`src/rtl/sprite_scheduler.sv`:
```
// Shares the single VGA plot port between N sprite renderers: each enabled slot is started
// in index order, its pixels are forwarded through a registered mux, then one shift pulse per frame.
module sprite_scheduler #(
  parameter int N_SPR   = 4,
  parameter int IDW     = 3,
  parameter int TIMEOUT = 255,
  parameter int SETTLE  = 2
) (
  input  logic               clk,
  input  logic               resetn,
  input  logic               run,
  input  logic [N_SPR-1:0]   sprite_en,
  input  logic               frame_tick,
  input  logic [N_SPR-1:0]   done_in,
  input  logic [8*N_SPR-1:0] x_in,
  input  logic [7*N_SPR-1:0] y_in,
  input  logic [3*N_SPR-1:0] col_in,
  output logic [N_SPR-1:0]   go_out,
  output logic               shift_out,
  output logic [7:0]         x_vga,
  output logic [6:0]         y_vga,
  output logic [2:0]         colour_vga,
  output logic               plot_vga,
  output logic [IDW-1:0]     active_id,
  output logic               frame_done,
  output logic               err_timeout,
  output logic               err_overrun
);

  // sel must be able to reach N_SPR, which marks the end of a pass
  localparam int SELW = $clog2(N_SPR + 1);
  localparam logic [SELW-1:0] LAST_SEL   = SELW'(N_SPR);
  localparam logic [7:0]      TIMEOUT_CT = 8'(TIMEOUT);
  localparam logic [7:0]      SETTLE_END = 8'(SETTLE - 1);

  typedef enum logic [2:0] {
    S_IDLE, S_NEXT, S_GO, S_DRAW, S_WAIT_FRAME, S_SHIFT, S_SETTLE
  } state_t;

  state_t          state, state_nxt;
  logic [SELW-1:0] sel, sel_nxt;
  logic [7:0]      tcount, tcount_nxt;
  logic [7:0]      scnt, scnt_nxt;
  logic            pending;
  logic            take_tick, timeout_hit;

  logic             en_sel, done_sel;
  logic [7:0]       x_sel;
  logic [6:0]       y_sel;
  logic [2:0]       col_sel;
  logic [N_SPR-1:0] go_mask;

  always_comb begin
    en_sel   = 1'b0;
    done_sel = 1'b0;
    x_sel    = '0;
    y_sel    = '0;
    col_sel  = '0;
    go_mask  = '0;
    for (int i = 0; i < N_SPR; i++) begin
      if (sel == SELW'(i)) begin
        en_sel     = sprite_en[i];
        done_sel   = done_in[i];
        x_sel      = x_in[8*i +: 8];
        y_sel      = y_in[7*i +: 7];
        col_sel    = col_in[3*i +: 3];
        go_mask[i] = 1'b1;
      end
    end
  end

  always_comb begin
    state_nxt   = state;
    sel_nxt     = sel;
    tcount_nxt  = tcount;
    scnt_nxt    = scnt;
    take_tick   = 1'b0;
    timeout_hit = 1'b0;
    go_out      = '0;
    shift_out   = 1'b0;
    frame_done  = 1'b0;
    case (state)
      S_IDLE: begin
        if (run) begin
          sel_nxt   = '0;
          state_nxt = S_NEXT;
        end
      end
      S_NEXT: begin
        if (sel == LAST_SEL) begin
          frame_done = 1'b1;
          state_nxt  = S_WAIT_FRAME;
        end else if (!en_sel) begin
          sel_nxt = sel + 1'b1;
        end else begin
          state_nxt = S_GO;
        end
      end
      S_GO: begin
        go_out     = go_mask;
        tcount_nxt = '0;
        state_nxt  = S_DRAW;
      end
      S_DRAW: begin
        // done wins over timeout when both happen in the same cycle
        tcount_nxt = tcount + 8'd1;
        if (done_sel) begin
          sel_nxt   = sel + 1'b1;
          state_nxt = S_NEXT;
        end else if (tcount == TIMEOUT_CT) begin
          timeout_hit = 1'b1;
          sel_nxt     = sel + 1'b1;
          state_nxt   = S_NEXT;
        end
      end
      S_WAIT_FRAME: begin
        if (frame_tick || pending) begin
          take_tick = 1'b1;
          state_nxt = S_SHIFT;
        end
      end
      S_SHIFT: begin
        shift_out = 1'b1;
        scnt_nxt  = '0;
        state_nxt = S_SETTLE;
      end
      S_SETTLE: begin
        if (scnt == SETTLE_END) begin
          sel_nxt   = '0;
          state_nxt = run ? S_NEXT : S_IDLE;
        end else begin
          scnt_nxt = scnt + 8'd1;
        end
      end
      default: state_nxt = S_IDLE;
    endcase
  end

  always_ff @(posedge clk or negedge resetn) begin
    if (!resetn) begin
      state  <= S_IDLE;
      sel    <= '0;
      tcount <= '0;
      scnt   <= '0;
    end else begin
      state  <= state_nxt;
      sel    <= sel_nxt;
      tcount <= tcount_nxt;
      scnt   <= scnt_nxt;
    end
  end

  // A tick seen outside S_WAIT_FRAME is remembered once; a second one is an overrun
  always_ff @(posedge clk or negedge resetn) begin
    if (!resetn) begin
      pending     <= 1'b0;
      err_timeout <= 1'b0;
      err_overrun <= 1'b0;
    end else begin
      if (take_tick) begin
        pending <= 1'b0;
      end else if (frame_tick) begin
        pending <= 1'b1;
        if (pending) err_overrun <= 1'b1;
      end
      if (timeout_hit) err_timeout <= 1'b1;
    end
  end

  always_ff @(posedge clk or negedge resetn) begin
    if (!resetn) begin
      x_vga      <= '0;
      y_vga      <= '0;
      colour_vga <= '0;
      plot_vga   <= 1'b0;
    end else begin
      plot_vga <= (state == S_DRAW);
      if (state == S_DRAW) begin
        x_vga      <= x_sel;
        y_vga      <= y_sel;
        colour_vga <= col_sel;
      end
    end
  end

  assign active_id = IDW'(sel);

endmodule

```
`config.mk`:
```
export PLATFORM = sky130hd
export DESIGN_NAME = sprite_scheduler
export DESIGN_NICKNAME = d
export VERILOG_FILES = /design/src/rtl/sprite_scheduler.sv
export SDC_FILE = /design/constraint.sdc
export NUM_CORES = 1
export LEC_CHECK = 0
export BUFFER_PORTS_ARGS = -buffer_cell sky130_fd_sc_hd__buf_2
export CAP_MARGIN = 20
export CORE_MARGIN = 1.5
export CORE_UTILIZATION = 40
export DETAILED_ROUTE_END_ITERATION = 16
export PLACE_DENSITY = 0.69
export SLEW_MARGIN = 20
export SYNTH_ARGS = -nofsm -noshare
export SYNTH_HDL_FRONTEND = slang
export SYNTH_SLANG_ARGS = --single-unit
```
`constraint.sdc`:
```
create_clock -name clk -period 7.1 [get_ports clk]
set_clock_uncertainty 0.2 [all_clocks]
set_input_delay 1.42 -clock clk [delete_from_list [all_inputs] [get_ports clk]]
set_output_delay 1.42 -clock clk [all_outputs]
set_load 0.02 [all_outputs]
```
Word-level counts from Yosys, hierarchy flattened

Index checks and enable logic that the tools add are counted.

Register bits: 44
Input port bits: 84
Output and inout bits: 30
Logic and storage cells: 100

Add/sub/neg operators: 3
Equality and inequality tests: 20
Muxes and demuxes: 54
Bitwise logic cells: 1
Reduce and logical (&&, ||, !) cells: 11

Operators with widths:

| cell                  | count |
|---|---|
| $mux W3               | 17 |
| $mux W8               | 5 |
| $pmux W8 S2           | 2 |
| $mux W7               | 4 |
| $mux W1               | 23 |
| $pmux W3 S7           | 1 |
| $add A8 B1 Y8 const B | 2 |
| $eq A3 B2 Y1 const B  | 4 |
| $eq A3 B3 Y1 const B  | 4 |
| $ne A2 B2 Y1 const B  | 6 |
| $pmux W3 S4           | 1 |
| $eq A8 B1 Y1 const B  | 1 |
| $eq A8 B8 Y1 const B  | 1 |
| $eq A3 B1 Y1 const B  | 2 |
| $logic_not A3 Y1      | 2 |
| $ne A3 B3 Y1 const B  | 2 |
| $reduce_and A6 Y1     | 1 |
| $reduce_bool A2 Y1    | 3 |
| $reduce_and A5 Y1     | 1 |
| $mux W4               | 1 |
| $reduce_bool A4 Y1    | 1 |
| $add A3 B1 Y3 const B | 1 |
| $reduce_and A3 Y1     | 1 |
| $reduce_and A2 Y1     | 1 |
| other kinds (2)       | 2 |

Longest topological paths before layout

Depth after elaboration: 8
Depth in mapped cells: 9

Least setup slack after synthesis

No wires, ideal clock.

Path type: reg-to-output
Start point: register sel[2] (netlist: active_id[2])
End point: output port go_out[3]
Arrival time: 2.054 ns
Setup slack: 3.426 ns
Stages on the path, launching flop included: 7
Buffers on the path: 3
Cell sequence: dfrtp_1 > buf_2 > inv_1 > ha_1 > clkbuf_1 > clkbuf_1 > nor3b_1

Cells in the longest elaborated chain, start to end: 3

Ends and longest elaborated chain:

| what                   | RTL line | source |
|---|---|---|
| start, declared        | 41       | `logic [SELW-1:0] sel, sel_nxt;` |
| start signal, assigned | 147      | `sel <= sel_nxt;` |
| $eq A3 B2 Y1           | 61       | `if (sel == SELW'(i)) begin` |
| $mux W1                | 61       |  |
| $mux W4                | 82       | `case (state)` |
| end, declared          | 18       | `output logic [N_SPR-1:0] go_out,` |

Every way passes these cells.

Worst setup path after layout

Start point: register sel[0] (netlist: active_id[0])
End point: output port go_out[2]

The elaborated chain is that of the path after synthesis.

==> results <==
- The clock input transition at the sequential cells of the worst setup and hold paths is 0.09 ns.
- The Yosys step of the flow raised 0 warnings.
- The later-pin clock latency in the skew report is 0.30 ns.
- The total count of max-transition violations in the final report is 0.
- In the finished design, the share of the clock period the worst path needs comes to 0.516.
- The clock tree buffer depth is 2.
- The post-detailed-route count of antenna-violating nets is 0.
- Of the total power, registers draw 0.287.
- The worst setup path is captured at a primary output.
- The critical path is of the reg -> out type.
- The count of unique library cells instantiated by Yosys is 44.
- Setup violations remaining at the end of the flow were counted as 0.
- The cell type of the slowest stage on the worst timing path is dfrtp_1.
- The wire length per cell is 14.6 um.
- The number of gates resized after cts is 0.
- The die covers 7190 um^2.
- For this design the total switching power over the nets is 638 uW.
- Of all nets on the critical path, the largest fanout is 19.
- The number of core rows is 29.
- The switching fraction of total power is 0.453.
- The count of buffers added on input and output ports is 113.
- The number of antenna violations at the first check in global routing is 0.
- The routed via count divided by cell count is 5.43.
- The cell area that synthesis handed to floorplanning was 2680 um^2.
- The via count of the first global-routing pass is 2535.
- The aggregate negative setup slack is 0 ns.
- CTS saw 44 sinks.
- The combinational power share is 0.553.
- The H-tree was split into 2 levels.
- At the pin with the least slew margin, the transition time is 0.710 ns.
- The global-route usage over all layers is 0.208.
- The peak supply drop is 0.162 mV.
- On the worst path, the slowest cell contributes a delay of 0.44 ns.
- Clock tree synthesis inserted a total of 5 buffers.
- The data arrival at the endpoint of the critical path is 2.04 ns.
- The number of enable flip-flop cells after synthesis is 0.
- The run finished with clean final reports.
- In this run, synthesis produced a sequential element count of 44.
- The net count after synthesis is 406.
- The path class of the lowest-slack min-delay path is reg -> reg.
- The sum of buffers and inverters on the critical path is 2.
- The tree is rooted in a clkbuf_8.
- The horizontal die dimension is 84.8 um.
- At the end of routability-driven placement, the weighted congestion stood at 0.886.
- In this run the mean area of a mapped cell was 8.52 um^2.
- After the first detailed-routing iteration, the DRC count stood at 137.
- The element type at the critical path start is a register.
- The number of antenna cells inserted is 0.
- OpenSTA, run right after detailed placement, puts the worst setup slack at 3.78 ns.
- The initial utilization of the core area, before any placement, comes to 0.417.
- Data on the critical path is required at its endpoint by 5.48 ns.
- The pin count of the biggest net entering global routing is 45.
- The total overflow reported by the global router is 0.
- The die outline height is 84.8 um.
- Across the run, the number of max-cap violations was 0.
- The total core area is 6420 um^2.
- Among all flip-flop cells after synthesis, the most frequent one is dfrtp_1.
- The utilization after layout is 0.531.
- The final worst setup slack is 3.44 ns.
- The count of boundary I/O pins is 114.
- The clock tree from TritonCTS is yes.
- The share of total power dissipated in the clock network is 0.160.
- Setup repair after global routing left no endpoint under its margin.
- The pre-antenna-repair detailed-routing pass consisted of 4 iterations.
- The number of DRC violations after detailed routing is 0.
- Traced cell by cell, the critical path runs through inv_1 > ha_1 > nand2b_1 > nor3_1 > buf_2.
- The number of cells produced by synthesis is 314.
- The post-detailed-placement half-perimeter wirelength is 5390 um.
- The async set-or-reset flop fraction in the synthesized netlist is 1.00.
- The relative slew slack is 0.514.
- The layout overhead on the synthesized area is 27.5%.
- Broken down by cell family, the worst path's largest delay share belongs to simple AND/OR/NAND/NOR gates.
- The fmax is 273 MHz.
- Of the cells placed in the final design, the portion with a size suffix greater than 1 is 0.320.
- The cts-stage hold buffer count is 0.
- The total number of nets in the final design is 507.
- The post-CTS setup buffer count is 0.
- For this design the static power due to leakage is 0.00171 uW.
- Internal power comes to 771 uW.
- The routed design could run at a clock period as short as 3.66 ns.
- The total count of hold-check failures in the final report is 0.
- The filler cells instantiated in the layout total 640.
- Detailed routing inserted a total of 2671 vias.
- Of the synthesized area, sequential elements account for 0.411.
- Power spread over the standard cell area amounts to 413 nW/um^2.
- The wire length of the first global-routing pass is 12000 um.
- The final layout contains routed wiring with a total length of 7200 um.
stage by stage:
step           total power (uW)  std cells  hold slack [ns]  area, um^2
2_1_floorplan               972        314            0.264        2680
3_5_place_dp               1190        485            0.260        3270
3_3_place_gp               1170        485            0.245        3270
4_1_cts                    1410        492            0.282        3400
6_report                   1410        492            0.279        3410
5_1_grt                    1540        492            0.307        3410
synth_stat cells, drive strengths merged (2+ instances only):
library cell	count	area share
a2111oi	2	0.0089
a21oi	25	0.047
a221oi	18	0.059
a22o	2	0.0065
and3	4	0.0098
buf	4	0.0075
clkbuf	18	0.025
dfrtp	44	0.41
ha	8	0.037
inv	7	0.0098
mux2	3	0.015
mux2i	4	0.015
nand2	34	0.048
nand2b	4	0.0093
nand3	6	0.011
nand3b	6	0.017
nor2	40	0.056
nor2b	5	0.012
nor3	23	0.047
nor3b	4	0.013
o21ai	30	0.056
o22ai	2	0.0047
o41ai	2	0.014
xor2	5	0.016
worst reg2reg max path, stage by stage (launching register included):
cell	delay (ns)
dfrtp_1	0.61
inv_1	0.09
ha_1	0.26
buf_4	0.28
a2111oi_0	0.67
a221o_1	0.32
nor3_4	0.08
mux2_4	0.30
cell type report:
type	instances	area (um^2)	share of cell area
multi-input cells	240	1470	0.430
flip-flops and latches	44	1100	0.323
repair buffers	116	591	0.173
well taps	77	96.3	0.0282
clock buffers	5	68.8	0.0202
clock inverters	2	60.1	0.0176
inverters	8	30.0	0.00880
placed cells by master (no fill, tap or decap), types with 2 or more instances in the layout:
cell,instances
nor3b_1,3
nor2_1,40
dfrtp_1,44
and3_1,3
a221oi_1,18
mux2_4,2
nand3_1,6
o21ai_0,30
a21oi_1,25
xor2_1,5
nor2b_1,4
a22o_1,2
mux2i_1,4
o22ai_1,2
nor3_1,22
nand3b_1,6
bufinv_16,2
nand2b_1,4
nand2_1,34
ha_1,8
inv_1,7
buf_2,112
clkbuf_8,5
buf_4,4
final timing paths:
| path | from | depth (start not counted) | endpoint | slack, ns |
|---|---|---|---|---|
| setup / recovery | active_id[0] | 5 | go_out[2] | 3.44 |
| hold / removal | err_overrun | 1 | err_overrun | 0.28 |
| setup reg to reg | active_id[2] | 7 | active_id[0] | 4.18 |
| hold reg to reg | err_overrun | 1 | err_overrun | 0.28 |
| max in group asynchronous | resetn | 1 | tcount[6] | 5.41 |
| min in group asynchronous | resetn | 1 | state[1] | 0.90 |
layer usage:
| metal | part of all wire | global-route usage | vias up |
|---|---|---|---|
| li1 | - | - | 1331 |
| met1 | 0.44 | 0.283 | 1234 |
| met4 | 0.024 | 0.0775 | 0 |
| met5 | 0 | 0 | - |
| met3 | 0.049 | 0.0364 | 15 |
| met2 | 0.48 | 0.332 | 91 |
sequential cells by signal (all words and copies together) (netlist names):
signal and flops:
err_timeout 1, plot_vga 1, state 3, tcount 8, active_id 3, scnt 8, pending 1, y_vga 7
x_vga 8, err_overrun 1, colour_vga 3
power groups by stage:
stage | Combinational [uW] | Clock (uW) | Sequential [uW]
floorplan | 532 | 0 | 440
global placement | 765 | 0 | 403
detailed placement | 779 | 0 | 406
CTS | 777 | 233 | 404
global route | 879 | 245 | 419
finish | 779 | 226 | 405
logic make-up after synthesis:
logic type	synth area share
buffers and inverters	0.0439
DFF	0.411
muxes	0.0304
AOI/OAI and AO/OA	0.218
adders and majority gates	0.0374
and+or+nand+nor	0.239
xor gates and xnor gates	0.0196
(Power assumes the default switching activity.)
